`src/rtl/sram_pkg.sv`:
```
// Shared types and constants for the SRAM port-A arbiter: default widths,
// owner encoding and FSM state encoding.
package sram_pkg;

   localparam int AW_DEF = 8;
   localparam int DW_DEF = 24;

   localparam logic [1:0] OWN_NONE = 2'b00;
   localparam logic [1:0] OWN_R0   = 2'b01;
   localparam logic [1:0] OWN_R1   = 2'b10;

   // State codes equal the owner codes so the owner port is the state register.
   typedef enum logic [1:0] {
      ST_IDLE = 2'b00,
      ST_OWN0 = 2'b01,
      ST_OWN1 = 2'b10
   } state_e;

endpackage

```
`src/rtl/sram_rr_arb2.sv`:
```
// Two-way round-robin picker: a lone requester wins outright, a tie goes to
// the requester named by rr_ptr.
module sram_rr_arb2 (
   input  logic [1:0] valid,
   input  logic       rr_ptr,
   output logic       winner
);

   always_comb begin
      winner = rr_ptr;
      if (valid == 2'b01) begin
         winner = 1'b0;
      end else if (valid == 2'b10) begin
         winner = 1'b1;
      end
   end

endmodule

```
`src/rtl/sram_port_arbiter.sv`:
```
// Shares SRAM port A between the host loader (req0) and the operand fetcher
// (req1): burst-locked round-robin grant, idle-hold timeout, tagged responses.
module sram_port_arbiter
   import sram_pkg::*;
#(
   parameter int AW           = AW_DEF,
   parameter int DW           = DW_DEF,
   parameter int HOLD_TIMEOUT = 16
) (
   input  logic          clk,
   input  logic          rst_n,
   input  logic          r0_valid,
   output logic          r0_ready,
   input  logic          r0_we,
   input  logic          r0_last,
   input  logic [AW-1:0] r0_addr,
   input  logic [DW-1:0] r0_wdata,
   output logic          r0_rsp_valid,
   output logic [DW-1:0] r0_rsp_data,
   input  logic          r1_valid,
   output logic          r1_ready,
   input  logic          r1_we,
   input  logic          r1_last,
   input  logic [AW-1:0] r1_addr,
   input  logic [DW-1:0] r1_wdata,
   output logic          r1_rsp_valid,
   output logic [DW-1:0] r1_rsp_data,
   output logic          sram_en,
   output logic          sram_we,
   output logic [AW-1:0] sram_addr,
   output logic [DW-1:0] sram_din,
   input  logic [DW-1:0] sram_dout,
   output logic [1:0]    owner
);

   localparam int             CW       = (HOLD_TIMEOUT > 0) ? $clog2(HOLD_TIMEOUT + 1) : 1;
   localparam logic [CW-1:0]  HOLD_LIM = CW'(HOLD_TIMEOUT);
   localparam bit             HOLD_ON  = (HOLD_TIMEOUT != 0);

   state_e               state_q, state_d;
   logic                 rr_ptr_q, rr_ptr_d;
   logic [CW-1:0]        cnt_q, cnt_d;
   logic [1:0]           rsp_vld_q, rsp_vld_d;
   logic [1:0][DW-1:0]   rsp_hold_q, rsp_hold_d;

   logic                 own0, own1;
   logic                 cur_valid, cur_last, cur_we, other_valid;
   logic                 xfer, timeout_hit, release_grant, winner;
   logic [CW-1:0]        cnt_inc;

   sram_rr_arb2 u_arb (
      .valid  ({r1_valid, r0_valid}),
      .rr_ptr (rr_ptr_q),
      .winner (winner)
   );

   assign own0 = (state_q == ST_OWN0);
   assign own1 = (state_q == ST_OWN1);

   assign cur_valid   = own1 ? r1_valid : (own0 & r0_valid);
   assign cur_last    = own1 ? r1_last  : r0_last;
   assign cur_we      = own1 ? r1_we    : r0_we;
   assign other_valid = own1 ? r0_valid : r1_valid;

   assign r0_ready  = own0;
   assign r1_ready  = own1;
   assign owner     = state_q;
   assign xfer      = cur_valid;
   assign sram_en   = xfer;
   assign sram_we   = xfer & cur_we;
   assign sram_addr = own1 ? r1_addr  : r0_addr;
   assign sram_din  = own1 ? r1_wdata : r0_wdata;

   assign cnt_inc       = cnt_q + CW'(1);
   assign timeout_hit   = HOLD_ON && (own0 || own1) && !cur_valid && (cnt_inc == HOLD_LIM);
   assign release_grant = (xfer & cur_last) | timeout_hit;

   // Response data is the SRAM's registered output in the flagged cycle, and
   // the captured copy afterwards.
   assign r0_rsp_valid = rsp_vld_q[0];
   assign r1_rsp_valid = rsp_vld_q[1];
   assign r0_rsp_data  = rsp_vld_q[0] ? sram_dout : rsp_hold_q[0];
   assign r1_rsp_data  = rsp_vld_q[1] ? sram_dout : rsp_hold_q[1];

   // NOTE: every variable gets a default before the case so no latch is inferred.
   always_comb begin
      state_d    = state_q;
      rr_ptr_d   = rr_ptr_q;
      cnt_d      = cnt_q;
      rsp_vld_d  = 2'b00;
      rsp_hold_d = rsp_hold_q;

      if (xfer && !cur_we) begin
         rsp_vld_d = own1 ? 2'b10 : 2'b01;
      end
      for (int i = 0; i < 2; i++) begin
         if (rsp_vld_q[i]) begin
            rsp_hold_d[i] = sram_dout;
         end
      end

      case (state_q)
         ST_IDLE: begin
            cnt_d = '0;
            if (r0_valid || r1_valid) begin
               state_d = winner ? ST_OWN1 : ST_OWN0;
            end
         end
         ST_OWN0, ST_OWN1: begin
            if (release_grant) begin
               rr_ptr_d = own0;
               cnt_d    = '0;
               if (other_valid) begin
                  state_d = own0 ? ST_OWN1 : ST_OWN0;
               end else begin
                  state_d = ST_IDLE;
               end
            end else if (xfer) begin
               cnt_d = '0;
            end else begin
               cnt_d = cnt_inc;
            end
         end
         default: begin
            state_d = ST_IDLE;
            cnt_d   = '0;
         end
      endcase
   end

   // NOTE: sequential state uses non-blocking assignments only.
   always_ff @(posedge clk) begin
      if (!rst_n) begin
         state_q    <= ST_IDLE;
         rr_ptr_q   <= 1'b0;
         cnt_q      <= '0;
         rsp_vld_q  <= 2'b00;
         rsp_hold_q <= '0;
      end else begin
         state_q    <= state_d;
         rr_ptr_q   <= rr_ptr_d;
         cnt_q      <= cnt_d;
         rsp_vld_q  <= rsp_vld_d;
         rsp_hold_q <= rsp_hold_d;
      end
   end

endmodule

```
`config.mk`:
```
export PLATFORM = sky130hd
export DESIGN_NAME = sram_port_arbiter
export DESIGN_NICKNAME = d
export VERILOG_FILES = /design/src/rtl/sram_pkg.sv /design/src/rtl/sram_rr_arb2.sv /design/src/rtl/sram_port_arbiter.sv
export SDC_FILE = /design/constraint.sdc
export NUM_CORES = 1
export LEC_CHECK = 0
export BUFFER_PORTS_ARGS = -buffer_cell sky130_fd_sc_hd__buf_2
export CAP_MARGIN = 20
export CORE_UTILIZATION = 30
export DETAILED_ROUTE_END_ITERATION = 10
export PLACE_DENSITY = 0.7
export SLEW_MARGIN = 10
export SYNTH_ARGS = -nofsm -noshare
export SYNTH_HDL_FRONTEND = slang
export SYNTH_SLANG_ARGS = --single-unit
export TNS_END_PERCENT = 5
```
`constraint.sdc`:
```
create_clock -name clk -period 5.4 [get_ports clk]
set_input_delay 0.54 -clock clk [delete_from_list [all_inputs] [get_ports clk]]
set_output_delay 0.54 -clock clk [all_outputs]
set_load 0.05 [all_outputs]
```
# --- Word level (Yosys, flattened, before mapping) ---
# Cells that the tools add are included.
word_totals:
  ff_bits: 58
  in_bits: 96
  wordCells: 50
  output_inout_bits: 88
classes:
  n_eq_ne: 7
  add_sub_neg: 1
  n_reduce_logical: 13
  bitwise: 6
  muxes: 17
ops:
  columns: ["operator", "n"]
  rows:
  - ["2-to-1 mux 24 bit", 3]
  - ["2-to-1 mux 2 bit", 6]
  - ["2-to-1 mux 8 bit", 1]
  - ["2-to-1 mux 1 bit", 6]
  - ["AND reduction 2 bit", 3]
  - ["adder 5 x 1 -> 5 bit (second input constant)", 1]
  - ["equality test 5 bit (second input constant)", 1]
  - ["equality test 2 x 1 -> 1 bit (second input constant)", 2]
  - ["equality test 2 bit (second input constant)", 2]
  - ["!= test 2 bit (second input constant)", 2]
  - ["one-hot mux 2 bit (2 select lines)", 1]
  - ["OR reduction 4 bit", 1]
  - ["bitwise AND 1 bit", 3]
  - ["logical AND 1 bit", 3]
  - ["logical NOT 1 bit", 2]
  - ["logical NOT 2 bit", 1]
  - ["logical OR 1 bit", 2]
  - ["inverter 1 bit", 2]
  - ["OR reduction 2 bit", 1]
  - ["bitwise OR 1 bit", 1]

# --- Logic depth before layout (Yosys ltp) ---
depth:
  ltp_word: 9
  ltp_mapped: 8
  depth_no_buf: 7

# --- By module ---
# Synthesis repeated with hierarchy kept, for this count alone.
unflattened:
  cells_unflattened: 257
  area_unflattened_um2: 2841.5
by_module_without_submodules:
  columns: ["module", "area_each_um2", "n_inst", "seq_area_each_um2", "cells_per_inst"]
  rows:
  - ["sram_port_arbiter", 2826.5, 1, 1161.1, 255]
  - ["sram_rr_arb2", 15.0, 1, 0.0, 2]

# --- Worst setup path before layout ---
# No wires, ideal clock.
synth_timing:
  path_kind: "flip-flop to output port"
  startpoint: "register state_q[1] (netlist: owner[1])"
  endpoint: "output sram_we"
  arrival_ns: 2.493
  stages_incl_launch_ff: 6
  slack_ns: 2.367
  required_time_ns: 4.860
  path_buffers: 2
  cell_sequence: "dfxtp_1 -> ha_1 -> buf_4 -> buf_2 -> mux2i_1 -> nor2_1"
synth_rtl:
  columns: ["item", "line_no", "source"]
  rows:
  - ["from (decl)", "sram_port_arbiter.sv:40", "state_e state_q, state_d;"]
  - ["from (signal assigned)", "sram_port_arbiter.sv:140", "state_q <= state_d;"]
  - ["equality test 2 bit *", "sram_port_arbiter.sv:58", "assign own1 = (state_q == ST_OWN1);"]
  - ["via r1_ready", "sram_port_arbiter.sv:21", "output logic r1_ready,"]
  - ["2-to-1 mux 1 bit (on tied branches)", "sram_port_arbiter.sv:60, sram_port_arbiter.sv:62", null]
  - ["bitwise AND 1 bit *", "sram_port_arbiter.sv:70", "assign sram_we = xfer & cur_we;"]
  - ["to (decl)", "sram_port_arbiter.sv:29", "output logic sram_we,"]
# The timed path passes the listed nets; every way through them passes the cells marked *.

# --- Worst setup path after layout ---
layout_timing:
  startpoint: "register state_q[0] (netlist: owner[0])"
  endpoint: "output sram_we"
layout_via:
  elab_chain_len: 4
layout_rtl:
  columns: ["item", "line_no", "source"]
  rows:
  - ["equality test 2 x 1 -> 1 bit", "sram_port_arbiter.sv:57", "assign own0 = (state_q == ST_OWN0);"]
  - ["bitwise AND 1 bit", "sram_port_arbiter.sv:60", "assign cur_valid = own1 ? r1_valid : (own0 & r0_valid);"]
  - ["2-to-1 mux 1 bit", "sram_port_arbiter.sv:60", null]
  - ["bitwise AND 1 bit *", "sram_port_arbiter.sv:70", null]
# Mark *: on every way between the ends. The rest lies on a longest branch, timed or not.

==> flow_metrics.py <==
metrics = {
    "drt": {
        "wl_met3_um": 319,
        "first_pass_iters": 4,
        "wl_met1_um": 3230,
        "highest_layer": "met4",
        "avgRoutedWirePerCell_um": 12.7,
        "vias": 2491,
        "drt-initial-drc-count": 52,
        "drt-total-wl_um": 7300,
        "postRouteAntennaNets": 0,
        "route.detailed.drc": 0,
        "met2_length_um": 3650,
        "avgViaCountPerCell": 4.32,
    },
    "worst_setup_path": {
        "arrival_ps": 2190,
        "slowest_delay_ps": 390,
        "end_kind": "output port",
        "critical_path.max_fanout": 39,
        "r2r-end": "owner[1]$_SDFFE_PN0P_",
        "crit_start": "owner[0]$_SDFFE_PN0P_",
        "cp-endpoint": "sram_we",
        "crit_path_start_kind": "flip-flop",
        "worstReg2RegStart": "owner[0]$_SDFFE_PN0P_",
        "required_ps": 4860,
        "r2r_slack_ps": 3290,
        "criticalPathCategory": "reg2out",
        "path_cells": "inv_1 -> ha_1 -> buf_4 -> nand3b_1 -> and2_2 -> nor2_1 -> buf_2",
        "cp_slowest_cell": "dfxtp_1",
        "r2r_cells": 8,
    },
    "synthesis": {
        "synth-simple-area-share_pct": 15.1,
        "syn_area_per_cell_um2": 11.1,
        "synth-adder-area-share_pct": 2.94,
        "synth-compound-area-share_pct": 4.06,
        "synth_seq_cells": 58,
        "seq_area_frac_synth_pct": 40.1,
        "ys_warn_count": 0,
        "syn_inst": 261,
        "syn_area_um2": 2900,
        "synth_top_family_by_area": "multiplexers",
        "muxShareOfSynthArea_pct": 33.4,
        "synthDistinctLibCells": 38,
        "synth-xor-area-share_pct": 0.908,
        "syn_nets": 363,
    },
    "die": {
        "ioPinCount": 184,
        "coreArea_um2": 9280,
        "rows": 35,
        "die_area_um2": 10000,
        "die_w_um": 100,
        "start_util_pct": 31.2,
        "die_h_um": 100,
    },
    "finish": {
        "nets": 544,
        "final_common_cell": "buf_2",
        "syn2layout_area_growth_pct": 43.0,
        "fillCellCount": 958,
        "seq_area_um2": 1160,
        "final_cell_mix": "183 x buf_2, 58 x dfxtp_1, 52 x mux2_1",
        "drive_gt1_share_pct": 53.7,
        "multi_input_area_um2": 1630,
        "antennaDiodeCount": 0,
    },
    "clock_tree": {
        "numCtsBuffers": 9,
        "post-cts-setup-buffer-count": 0,
        "root_buffer": "clkbuf_8",
        "cts_tree": "yes",
        "cts.htree.levels": 3,
        "clock-sinks": 58,
        "post_cts_resize_count": 0,
        "cts_buffer_depth": 2,
        "postCtsHoldBufs": 0,
        "cts.reportedPaths.clkPinSlew_ps": 60,
        "clk_latency_ps": 320,
    },
    "grt": {
        "grt_overflow": 0,
        "antenna_found_initial": 0,
        "grt_pass1_wl_um": 11000,
        "grt_pass1_vias": 2319,
        "track_usage_pct": 14.0,
        "grt_max_degree": 57,
    },
    "sta": {
        "fin_skew_ps": 1.93,
        "setup_violations": 0,
        "maxSlewViolCount": 0,
        "setup_tns_ps": 0,
        "grt_setup_unrepaired": "false",
        "setup_slack_ps": 2670,
        "maxClockFrequency_mhz": 366,
        "slew_headroom_pct": 51.3,
        "period_share_pct": 50.6,
        "hold_violations": 0,
        "tightestPinTransition_ps": 731,
        "post-route-min-period_ps": 2730,
    },
    "pwr": {
        "ir_drop_mv": 0.258,
        "power_leakage_nw": 2.16,
        "pwr_density_cell_nw_per_um2": 355,
    },
    "placed_design": {
        "place_congestion": 0.735,
        "io_buffers": 183,
        "preCtsSetupSlack_ps": 3020,
        "dpl.hpwl_um": 5710,
    },
    "run_status": {
        "outcome": "completed",
    },
    "flow_run": {
        "cap_violations": 0,
    },
    "worst_hold_path": {
        "hp-class": "in2reg",
    },
}
==> cells in the mapped netlist, drive strengths merged <==
cell type / n / area share, %
a2111o: 1 / 0.39
a21bo: 1 / 0.35
a21o: 1 / 0.30
a21oi: 2 / 0.61
a31oi: 1 / 0.73
a32oi: 1 / 0.30
a41o: 1 / 0.35
and2: 49 / 11
and3: 1 / 0.39
buf: 9 / 1.6
clkbuf: 7 / 0.91
dfxtp: 58 / 40
ha: 6 / 2.6
inv: 7 / 0.91
maj3: 1 / 0.35
mux2: 81 / 32
mux2i: 4 / 1.8
nand2: 6 / 0.86
nand2b: 3 / 0.65
nand3: 2 / 0.35
nand3b: 2 / 0.52
nor2: 6 / 0.78
nor3: 2 / 0.35
nor3b: 1 / 0.26
nor4b: 1 / 0.30
o211ai: 1 / 0.26
o21ai: 1 / 0.30
o22ai: 1 / 0.22
o31ai: 1 / 0.26
xnor2: 2 / 0.61
xor2: 1 / 0.30
==> state kept, by name, indices dropped and copies added (netlist names) <==
signal	count
rsp_vld_q	2
rsp_hold_q	48
rr_ptr_q	1
cnt_q	5
owner	2
==> area by class of cell <==
type / instances / share of cell area (%)
clock inverter: 6 / 1.93
clock buffer: 10 / 3.33
timing repair buffer: 186 / 22.7
tap: 129 / 3.90
multi-input combinational: 180 / 39.5
inverter: 7 / 0.635
sequential: 58 / 28.1
==> logic make-up after synthesis <==
kind of cell	count (synthesis)
simple gates	73
fa+ha+maj	7
xor+xnor	3
mux	85
compound gates	12
buf+inv	23
flops	58
==> critical path, delay by kind of cell (launching register included) <==
family | cells | cell delay, ps
adders and majority gates | 1 | 190
DFF | 1 | 390
buffers and inverters | 3 | 620
and+or+nand+nor | 3 | 650
==> per-stage QoR <==
step           power (mW)  hold slack (ps)  instance area (µm²)  utilization, %  std cells
2_1_floorplan       0.915              456                 2900               -        261
3_3_place_gp         1.03              477                 3920            42.2        560
3_5_place_dp         1.04              494                 3920            42.2        560
4_1_cts              1.49              399                 4140            44.6        576
5_1_grt              1.54              400                 4140            44.6        576
6_report             1.47              413                 4140            44.6        576
==> worst min-delay path by stage <==
stage | start | slack (ps) | to | cells after the start
floorplan | cnt_q[0]$_SDFF_PP0_ | 460 | cnt_q[0]$_SDFF_PP0_ | 1
global placement | cnt_q[0]$_SDFF_PP0_ | 480 | cnt_q[0]$_SDFF_PP0_ | 1
detailed placement | cnt_q[0]$_SDFF_PP0_ | 490 | cnt_q[0]$_SDFF_PP0_ | 1
CTS | r1_we | 400 | rsp_vld_q[1]$_SDFF_PN0_ | 2
global route | r1_we | 400 | rsp_vld_q[1]$_SDFF_PN0_ | 2
finish | r1_we | 410 | rsp_vld_q[1]$_SDFF_PN0_ | 2
==> power breakdown <==
| part | internal (mW) | switching (mW) | total, mW |
|---|---|---|---|
| clock | 0.269 | 0.168 | 0.437 |
| combinational | 0.172 | 0.398 | 0.570 |
| sequential | 0.447 | 0.0162 | 0.463 |
| total | 0.888 | 0.582 | 1.47 |
==> layer usage <==
metal | GRT usage (%) | vias up
met4 | 4.46 | 0
li1 | - | 1257
met1 | 17.7 | 1159
met5 | 0 | -
met3 | 4.18 | 12
met2 | 22.9 | 63
Note: power is estimated with default switching activity, not from simulation.
